**src/rtl/timer_ctrl.sv**
```systemverilog
// timer_ctrl: register block and per-channel run sequencer for the
// two-channel timer_counter datapath. Holds LOAD/CMP/mode per channel,
// sequences enable through IDLE/RUN/RESTART, and latches done pulses
// into a sticky, maskable interrupt status.

// Per-channel run sequencer. en is registered alongside the state so the
// counter sees a clean, glitch-free enable; busy mirrors state != IDLE
// for the CTRL start-bit readback.
module timer_ctrl_chan (
    input  logic clk,
    input  logic rst,
    input  logic start,
    input  logic stop,
    input  logic done,
    input  logic oneshot,
    output logic en,
    output logic busy
);

    typedef enum logic [1:0] {
        IDLE    = 2'd0,
        RUN     = 2'd1,
        RESTART = 2'd2
    } state_t;

    state_t state;

    // State register with registered en/busy; stop wins over start and done.
    always_ff @(posedge clk) begin
        if (rst) begin
            state <= IDLE;
            en    <= 1'b0;
            busy  <= 1'b0;
        end else if (stop) begin
            state <= IDLE;
            en    <= 1'b0;
            busy  <= 1'b0;
        end else begin
            case (state)
                IDLE: begin
                    if (start) begin
                        state <= RUN;
                        en    <= 1'b1;
                        busy  <= 1'b1;
                    end
                end
                RUN: begin
                    // A start alongside a one-shot done still restarts.
                    if (start) begin
                        state <= RESTART;
                        en    <= 1'b0;
                    end else if (done && oneshot) begin
                        state <= IDLE;
                        en    <= 1'b0;
                        busy  <= 1'b0;
                    end
                end
                RESTART: begin
                    // One cycle with en low lets the counter reload.
                    state <= RUN;
                    en    <= 1'b1;
                end
                default: begin
                    state <= IDLE;
                    en    <= 1'b0;
                    busy  <= 1'b0;
                end
            endcase
        end
    end

endmodule

module timer_ctrl #(
    parameter int CNT_W  = 32,
    parameter int ADDR_W = 3
) (
    input  logic              clk,
    input  logic              rst,
    input  logic              i_wr_en,
    input  logic [ADDR_W-1:0] i_wr_addr,
    input  logic [CNT_W-1:0]  i_wr_data,
    input  logic              i_rd_en,
    input  logic [ADDR_W-1:0] i_rd_addr,
    output logic [CNT_W-1:0]  o_rd_data,
    output logic              o_rd_valid,
    output logic              o_cnt0_en,
    output logic              o_cnt0_reload,
    output logic              o_cnt0_count_up,
    output logic [CNT_W-1:0]  o_cnt0_load_value,
    output logic [CNT_W-1:0]  o_cnt0_compare_value,
    output logic              o_cnt1_en,
    output logic              o_cnt1_reload,
    output logic              o_cnt1_count_up,
    output logic [CNT_W-1:0]  o_cnt1_load_value,
    output logic [CNT_W-1:0]  o_cnt1_compare_value,
    output logic              o_cnt1_src,
    input  logic              i_cnt0_done,
    input  logic              i_cnt1_done,
    output logic              o_irq
);

    localparam int NUM_CH = 2;

    localparam logic [ADDR_W-1:0] A_CTRL0  = ADDR_W'(0);
    localparam logic [ADDR_W-1:0] A_LOAD0  = ADDR_W'(1);
    localparam logic [ADDR_W-1:0] A_CMP0   = ADDR_W'(2);
    localparam logic [ADDR_W-1:0] A_CTRL1  = ADDR_W'(3);
    localparam logic [ADDR_W-1:0] A_LOAD1  = ADDR_W'(4);
    localparam logic [ADDR_W-1:0] A_CMP1   = ADDR_W'(5);
    localparam logic [ADDR_W-1:0] A_STATUS = ADDR_W'(6);
    localparam logic [ADDR_W-1:0] A_MASK   = ADDR_W'(7);

    // CTRL bit positions
    localparam int B_START   = 0;
    localparam int B_STOP    = 1;
    localparam int B_ONESHOT = 2;
    localparam int B_UP      = 3;
    localparam int B_SRC     = 4;

    logic [NUM_CH-1:0][CNT_W-1:0] load_q;
    logic [NUM_CH-1:0][CNT_W-1:0] cmp_q;
    logic [NUM_CH-1:0]            oneshot_q;
    logic [NUM_CH-1:0]            up_q;
    logic                         src_q;
    logic [NUM_CH-1:0]            status_q;
    logic [NUM_CH-1:0]            mask_q;

    logic [NUM_CH-1:0]            wr_ctrl;
    logic [NUM_CH-1:0]            start;
    logic [NUM_CH-1:0]            stop;
    logic [NUM_CH-1:0]            done;
    logic [NUM_CH-1:0]            en;
    logic [NUM_CH-1:0]            busy;
    logic [NUM_CH-1:0]            w1c;
    logic [CNT_W-1:0]             rd_mux;

    assign done = {i_cnt1_done, i_cnt0_done};

    // CTRL write decode: start/stop are pulses taken straight from the write.
    always_comb begin
        wr_ctrl = '0;
        start   = '0;
        stop    = '0;
        for (int n = 0; n < NUM_CH; n++) begin
            wr_ctrl[n] = i_wr_en && (i_wr_addr == ADDR_W'(3 * n));
            start[n]   = wr_ctrl[n] && i_wr_data[B_START];
            stop[n]    = wr_ctrl[n] && i_wr_data[B_STOP];
        end
    end

    for (genvar n = 0; n < NUM_CH; n++) begin : g_chan
        timer_ctrl_chan u_chan (
            .clk     (clk),
            .rst     (rst),
            .start   (start[n]),
            .stop    (stop[n]),
            .done    (done[n]),
            .oneshot (oneshot_q[n]),
            .en      (en[n]),
            .busy    (busy[n])
        );
    end

    // Channel configuration registers; writes land next cycle in any state.
    always_ff @(posedge clk) begin
        if (rst) begin
            load_q    <= '0;
            cmp_q     <= '0;
            oneshot_q <= '0;
            up_q      <= '0;
            src_q     <= 1'b0;
            mask_q    <= '0;
        end else if (i_wr_en) begin
            for (int n = 0; n < NUM_CH; n++) begin
                if (wr_ctrl[n]) begin
                    oneshot_q[n] <= i_wr_data[B_ONESHOT];
                    up_q[n]      <= i_wr_data[B_UP];
                end
                if (i_wr_addr == ADDR_W'(3 * n + 1)) load_q[n] <= i_wr_data;
                if (i_wr_addr == ADDR_W'(3 * n + 2)) cmp_q[n]  <= i_wr_data;
            end
            if (wr_ctrl[1]) src_q <= i_wr_data[B_SRC];
            if (i_wr_addr == A_MASK) mask_q <= i_wr_data[NUM_CH-1:0];
        end
    end

    assign w1c = (i_wr_en && i_wr_addr == A_STATUS) ? i_wr_data[NUM_CH-1:0] : '0;

    // Sticky status: a done in the same cycle as its W1C keeps the bit set.
    always_ff @(posedge clk) begin
        if (rst) status_q <= '0;
        else     status_q <= (status_q & ~w1c) | done;
    end

    // Read mux from current (pre-write) register values.
    always_comb begin
        rd_mux = '0;
        case (i_rd_addr)
            A_CTRL0: begin
                rd_mux[B_START]   = busy[0];
                rd_mux[B_ONESHOT] = oneshot_q[0];
                rd_mux[B_UP]      = up_q[0];
            end
            A_LOAD0: rd_mux = load_q[0];
            A_CMP0:  rd_mux = cmp_q[0];
            A_CTRL1: begin
                rd_mux[B_START]   = busy[1];
                rd_mux[B_ONESHOT] = oneshot_q[1];
                rd_mux[B_UP]      = up_q[1];
                rd_mux[B_SRC]     = src_q;
            end
            A_LOAD1:  rd_mux = load_q[1];
            A_CMP1:   rd_mux = cmp_q[1];
            A_STATUS: rd_mux[NUM_CH-1:0] = status_q;
            A_MASK:   rd_mux[NUM_CH-1:0] = mask_q;
            default:  rd_mux = '0;
        endcase
    end

    // Registered read port, one cycle after the strobe.
    always_ff @(posedge clk) begin
        if (rst) begin
            o_rd_data  <= '0;
            o_rd_valid <= 1'b0;
        end else begin
            o_rd_valid <= i_rd_en;
            if (i_rd_en) o_rd_data <= rd_mux;
        end
    end

    assign o_cnt0_en            = en[0];
    assign o_cnt0_reload        = ~oneshot_q[0];
    assign o_cnt0_count_up      = up_q[0];
    assign o_cnt0_load_value    = load_q[0];
    assign o_cnt0_compare_value = cmp_q[0];
    assign o_cnt1_en            = en[1];
    assign o_cnt1_reload        = ~oneshot_q[1];
    assign o_cnt1_count_up      = up_q[1];
    assign o_cnt1_load_value    = load_q[1];
    assign o_cnt1_compare_value = cmp_q[1];
    assign o_cnt1_src           = src_q;
    assign o_irq                = |(status_q & mask_q);

endmodule

```
**config.mk**
```make
export PLATFORM = sky130hd
export DESIGN_NAME = timer_ctrl
export DESIGN_NICKNAME = d
export VERILOG_FILES = /design/src/rtl/timer_ctrl.sv
export SDC_FILE = /design/constraint.sdc
export NUM_CORES = 1
export LEC_CHECK = 0
export BUFFER_PORTS_ARGS = -buffer_cell sky130_fd_sc_hd__buf_2
export CORE_MARGIN = 8
export CORE_UTILIZATION = 35
export DETAILED_ROUTE_END_ITERATION = 6
export GPL_TIMING_DRIVEN = 0
export MAX_ROUTING_LAYER = met4
export PLACE_DENSITY = 0.56
export SLEW_MARGIN = 20
export SYNTH_ARGS = -nofsm -noshare
export SYNTH_HDL_FRONTEND = slang
export SYNTH_SLANG_ARGS = --single-unit
```
**constraint.sdc**
```tcl
create_clock -name clk -period 1.8 [get_ports clk]
set_input_delay 0.36 -clock clk [delete_from_list [all_inputs] [get_ports clk]]
set_output_delay 0.36 -clock clk [all_outputs]
set_load 0.05 [all_outputs]
```
## After elaboration in Yosys (flattened, before gate mapping)

Cells that the tools add are included.

| cells by class | value |
|---|---|
| reduce and logical (&&, ||, !) cells | 27 |
| add/sub/neg operators | 0 |
| shift operators | 0 |
| multipliers | 0 |
| divide/modulo/power cells | 0 |
| eq/ne operators | 26 |
| order comparisons | 0 |
| muxes and demuxes | 26 |
| bitwise gates (word level) | 8 |

Operators with widths:

| operator | count |
|---|---|
| 27-bit one-hot mux with 4 select lines | 1 |
| 3-bit == test (second input constant) | 8 |
| 2-bit AND reduction | 9 |
| 2-bit 2-to-1 mux | 7 |
| 3-bit by 2-bit == test with 1-bit output (second input constant) | 4 |
| 1-bit one-hot mux with 3 select lines | 4 |
| 2-bit one-hot mux with 3 select lines | 2 |
| 2-bit one-hot mux with 6 select lines | 1 |
| 1-bit logical AND | 9 |
| 1-bit 2-to-1 mux | 8 |
| 2-bit by 1-bit inequality test with 1-bit output (second input constant) | 4 |
| 1-bit one-hot mux with 8 select lines | 1 |
| 4-bit AND reduction | 2 |
| 3-bit by 1-bit == test with 1-bit output (second input constant) | 2 |
| 3-bit zero test | 2 |
| 3-bit by 1-bit inequality test with 1-bit output (second input constant) | 2 |
| 1-bit one-hot mux with 6 select lines | 1 |
| 2-bit OR reduction | 3 |
| 1-bit one-hot mux with 5 select lines | 1 |
| 2-bit AND | 2 |
| 2-bit by 1-bit == test with 1-bit output (second input constant) | 2 |
| 2-bit == test (second input constant) | 2 |
| 2-bit zero test | 2 |
| 2-bit inequality test (second input constant) | 2 |
| other kinds (3) | 6 |

| storage, ports and cells | value |
|---|---|
| memory bits (read-only) | 0 |
| word-level logic and storage cells | 106 |
| latch bits | 0 |
| memory bits (writable) | 0 |
| flip-flop bits (word level) | 178 |
| output and inout bits | 169 |
| memories kept | 0 |
| input port bits | 44 |

## Depth between registers and ports, before layout

| depth | value |
|---|---|
| word-level depth | 6 |
| mapped depth | 7 |
| depth with buffers taken out | 5 |

## By module

From an unflattened synthesis, not the netlist that was laid out.

| second synthesis, totals | value |
|---|---|
| cell total of the unflattened synthesis | 902 |
| area, all modules | 7334.5 µm² |

By module, submodules not included:

| module | area each (µm²) | times used | cells an instance | seq. area each (µm²) |
|---|---|---|---|---|
| timer_ctrl | 6996.7 | 1 | 864 | 3403.3 |
| timer_ctrl_chan | 168.9 | 2 | 19 | 80.1 |

## Worst setup path before layout

OpenSTA, ideal clock, no wires.

| timing path | value |
|---|---|
| path kind | input to register |
| from | input i_rd_addr[1] |
| to | register o_rd_data[11] |
| path buffers | 2 |
| arrival | 1.504 ns |
| data required time | 1.681 ns |
| slack | 0.177 ns |
| setup time | 0.119 ns |
| cell stages on the path | 6 |
| path through | buf_2 inv_1 ha_1 o31ai_4 buf_2 o21ai_1 |

| on the way | value |
|---|---|
| cells in the longest elaborated chain, start to end | 2 |
| elaborated cells on any way between the ends | 5 |
| classes of those cells | 4 x eq/ne; 1 x mux |

RTL lines:

| what | RTL line | RTL |
|---|---|---|
| from (decl) | 84 | `input logic [ADDR_W-1:0] i_rd_addr,` |
| 3-bit == test, or another cell as far along | 199 | `case (i_rd_addr)` |
| 27-bit one-hot mux with 4 select lines * | 199 |  |
| to (signal assigned) | 228 | `if (i_rd_en) o_rd_data <= rd_mux;` |
| to (decl) | 85 | `output logic [CNT_W-1:0] o_rd_data,` |

Every way passes the cells marked *; elsewhere a longest branch is shown, timed or not.
A chain may end at the register's enable or synchronous reset.

==> metrics.cfg <==
[outcome]
outcome = finished, final reports clean

[worst_setup_path]
ff2ff_setup_slack_ns = 0.47
critPathLaunchType = input port
arrival_ns = 2.07
crit_fanout = 10
critPathCaptureType = flop
reg2reg_depth = 4
crit_type = in -> reg
critPathRequiredTime_ns = 2.16

[floorplan]
rows = 52
die-area_um2 = 25300
initial_core_util = 0.356
core_area_um2 = 20200
die_width_um = 159
die_h_um = 159
io_pins = 213

[timing]
fin_crit_ns = 1.71
finalHoldViolCount = 0
skew_ns = 0.00946
fin_tns_setup_ns = 0
worst_pin_slew_ns = 1.04
max_freq_ghz = 0.585
fin_crit_sh = 0.950
rsz0062_at_grt = no
hold_ws_ns = 0.185
maxSlewViolCount = 0
slew_headroom = 0.305
finalSetupViolCount = 0

[flow_run]
maxCapViolCount = 0

[final_layout]
syn_to_final_growth_pct = 28.1
fin_area_um2 = 9200
final_nets = 1141
fillCellCount = 2112
final_cells = 1377
drive_above_1_share = 0.278

[grt]
overflow = 0
grt_pass1_wl_um = 41900
grt_max_degree = 17
antenna_found_initial = 1
grt_pass1_vias = 6994
grt.total_usage = 0.216

[clock_network]
post_cts_resize_count = 0
clkSlewWorstSetupHoldPaths_ns = 0.07
htree_levels = 4
cts_inserted_buffers = 17
root_buffer = clkbuf_16
cts_sinks = 176
clk_latency_ns = 0.43
clockBufferDepth = 2
hold_buffers = 0
cts_setup_buffers = 1
cts_tree = done

[worst_hold_path]
min_delay_path_depth = 3
hp-class = in -> reg

[routing]
first_iter_violations = 410
totalWireLength_um = 26900
first_pass_iters = 5
drc = 0
vias = 6987
ant_nets = 0
via_per_inst = 5.07
routedWlPerCell_um = 19.6

[logic_synthesis]
synth-adder-area-share = 0.00697
synth_top_family_by_area = compound AO/OA/AOI/OAI gates
synth_area_um2 = 7180
synth_compound_area_frac = 0.231
yosysTopAreaCell = dfxtp_1
async_reset_ff_frac = 0
synth_simple_gate_area_share = 0.202
netlist.area_leader.share = 0.491
synth.area.top_cells = dfxtp_1, nand2_1, a21oi_1, a221oi_2, a22o_1
ys.flop_type = dfxtp_1
syn_avg_cell_area_um2 = 8.33
synth.net_count = 910
yosysUniqueCellTypes = 52
syn_inst = 862
synth_edf_count = 0
synth_seq_cells = 176
ys_warn_count = 0
ys_seq_area_frac = 0.491
synth-xor-area-share = 0
synth_mux_area_frac = 0.0202

[placement]
gp_congestion = 0.800
placedInstanceArea_um2 = 8570
numPortBuffers = 211
dp_hpwl_um = 19300
dp_cells = 1343

[power]
p_switching_mw = 2.39
total_power_mw = 8.86
combPwrFrac = 0.100
p_per_area_nw_per_um2 = 964
switching_share = 0.270
vdd_drop_max_uv = 590
intPower_mw = 6.47
clockPowerShare = 0.444
p_seq_frac = 0.456
total_leakage_power_nw = 3.89

cells in the mapped netlist, types with 3 or more instances:
master / number
a21oi_1: 139
a221oi_1: 8
a221oi_2: 20
a22o_1: 30
and2_1: 3
and3_1: 4
and3b_1: 4
buf_2: 29
buf_4: 3
clkbuf_1: 33
dfxtp_1: 176
ha_1: 4
inv_1: 9
mux2i_1: 10
nand2_1: 291
nand2b_1: 4
nand3_1: 5
nor2_1: 17
nor3b_1: 3
o21ai_1: 27
power groups by stage:
stage | logic, mW | registers, mW | clock network, mW
6_report | 0.889 | 4.04 | 3.94
5_1_grt | 0.958 | 4.05 | 4.16
4_1_cts | 0.896 | 4.04 | 3.98
3_5_place_dp | 0.892 | 4.13 | 0
3_3_place_gp | 0.891 | 4.13 | 0
2_1_floorplan | 0.329 | 4.35 | 0
path summary, 6_finish.rpt:
| check | end | from |
|---|---|---|
| min | status_q[0] | i_cnt0_done |
| min reg2reg | o_rd_data[21] | o_rd_data[21] |
| max | o_rd_data[29] | i_rd_en |
| max reg2reg | o_rd_data[0] | mask_q[0] |
kinds of logic after synthesis:
kind of cell,count (synthesis)
muxes,13
AOI/OAI and AO/OA,246
DFF,176
adders and majority gates,4
buffers and inverters,76
and+or+nand+nor,347
area by class of cell:
class                   count  area [um^2]  share of cell area
diodes                      1         2.50            0.000272
plain buffers              67          314              0.0342
clock buffers              21          460              0.0501
clock inverters            11          154              0.0167
inverters                   9         33.8             0.00367
multi-input cells         610         3310               0.360
flip-flops and latches    176         3520               0.383
well taps                 270          338              0.0367
repair buffers            212         1060               0.116
worst max-delay path, stage by stage:
cell and delay (ns):
buf_2 0.14, nor2_1 0.80, clkbuf_1 0.56, nand2_1 0.11, o21ai_1 0.09
per-layer routing:
layer	part of all wire	vias up	track usage
li1	-	3435	-
met3	0.061	17	0.0543
met4	0.0084	0	0.0395
met1	0.46	3314	0.271
met5	0	-	-
met2	0.47	221	0.348
sequential cells by signal, indices dropped and copies added (netlist names):
signal and flops:
g_chan.u_chan.busy 2, g_chan.u_chan.state 4, mask_q 2, o_cnt0_compare_value 32, o_cnt0_load_value 32, o_cnt1_compare_value 32, o_cnt1_load_value 32, o_cnt1_src 1
o_rd_data 32, o_rd_valid 1, oneshot_q 2, status_q 2, up_q 2
through the flow:
step | util | worst slack [ns]
after floorplan | - | 0.177
after global placement | 0.425 | -0.584
after detailed placement | 0.425 | -0.617
after CTS | 0.456 | 0.0943
after global routing | 0.456 | 0.00287
final | 0.456 | 0.0895
layout by cell type, fill, tap and decap left out, drive strengths merged, types with 3 or more instances in the layout:
master and instances:
nand2 291, buf 246, dfxtp 176, a21oi 139
clkbuf 54, a22o 30, o21ai 28, a221oi 28
nor2 19, inv 12, mux2i 10, nand3 5
and3 4, nand2b 4, and3b 4, ha 4
nor3b 4, clkinv 4, and2 3, bufinv 3
nor2b 3, o41ai 3
(Power assumes the default switching activity.)
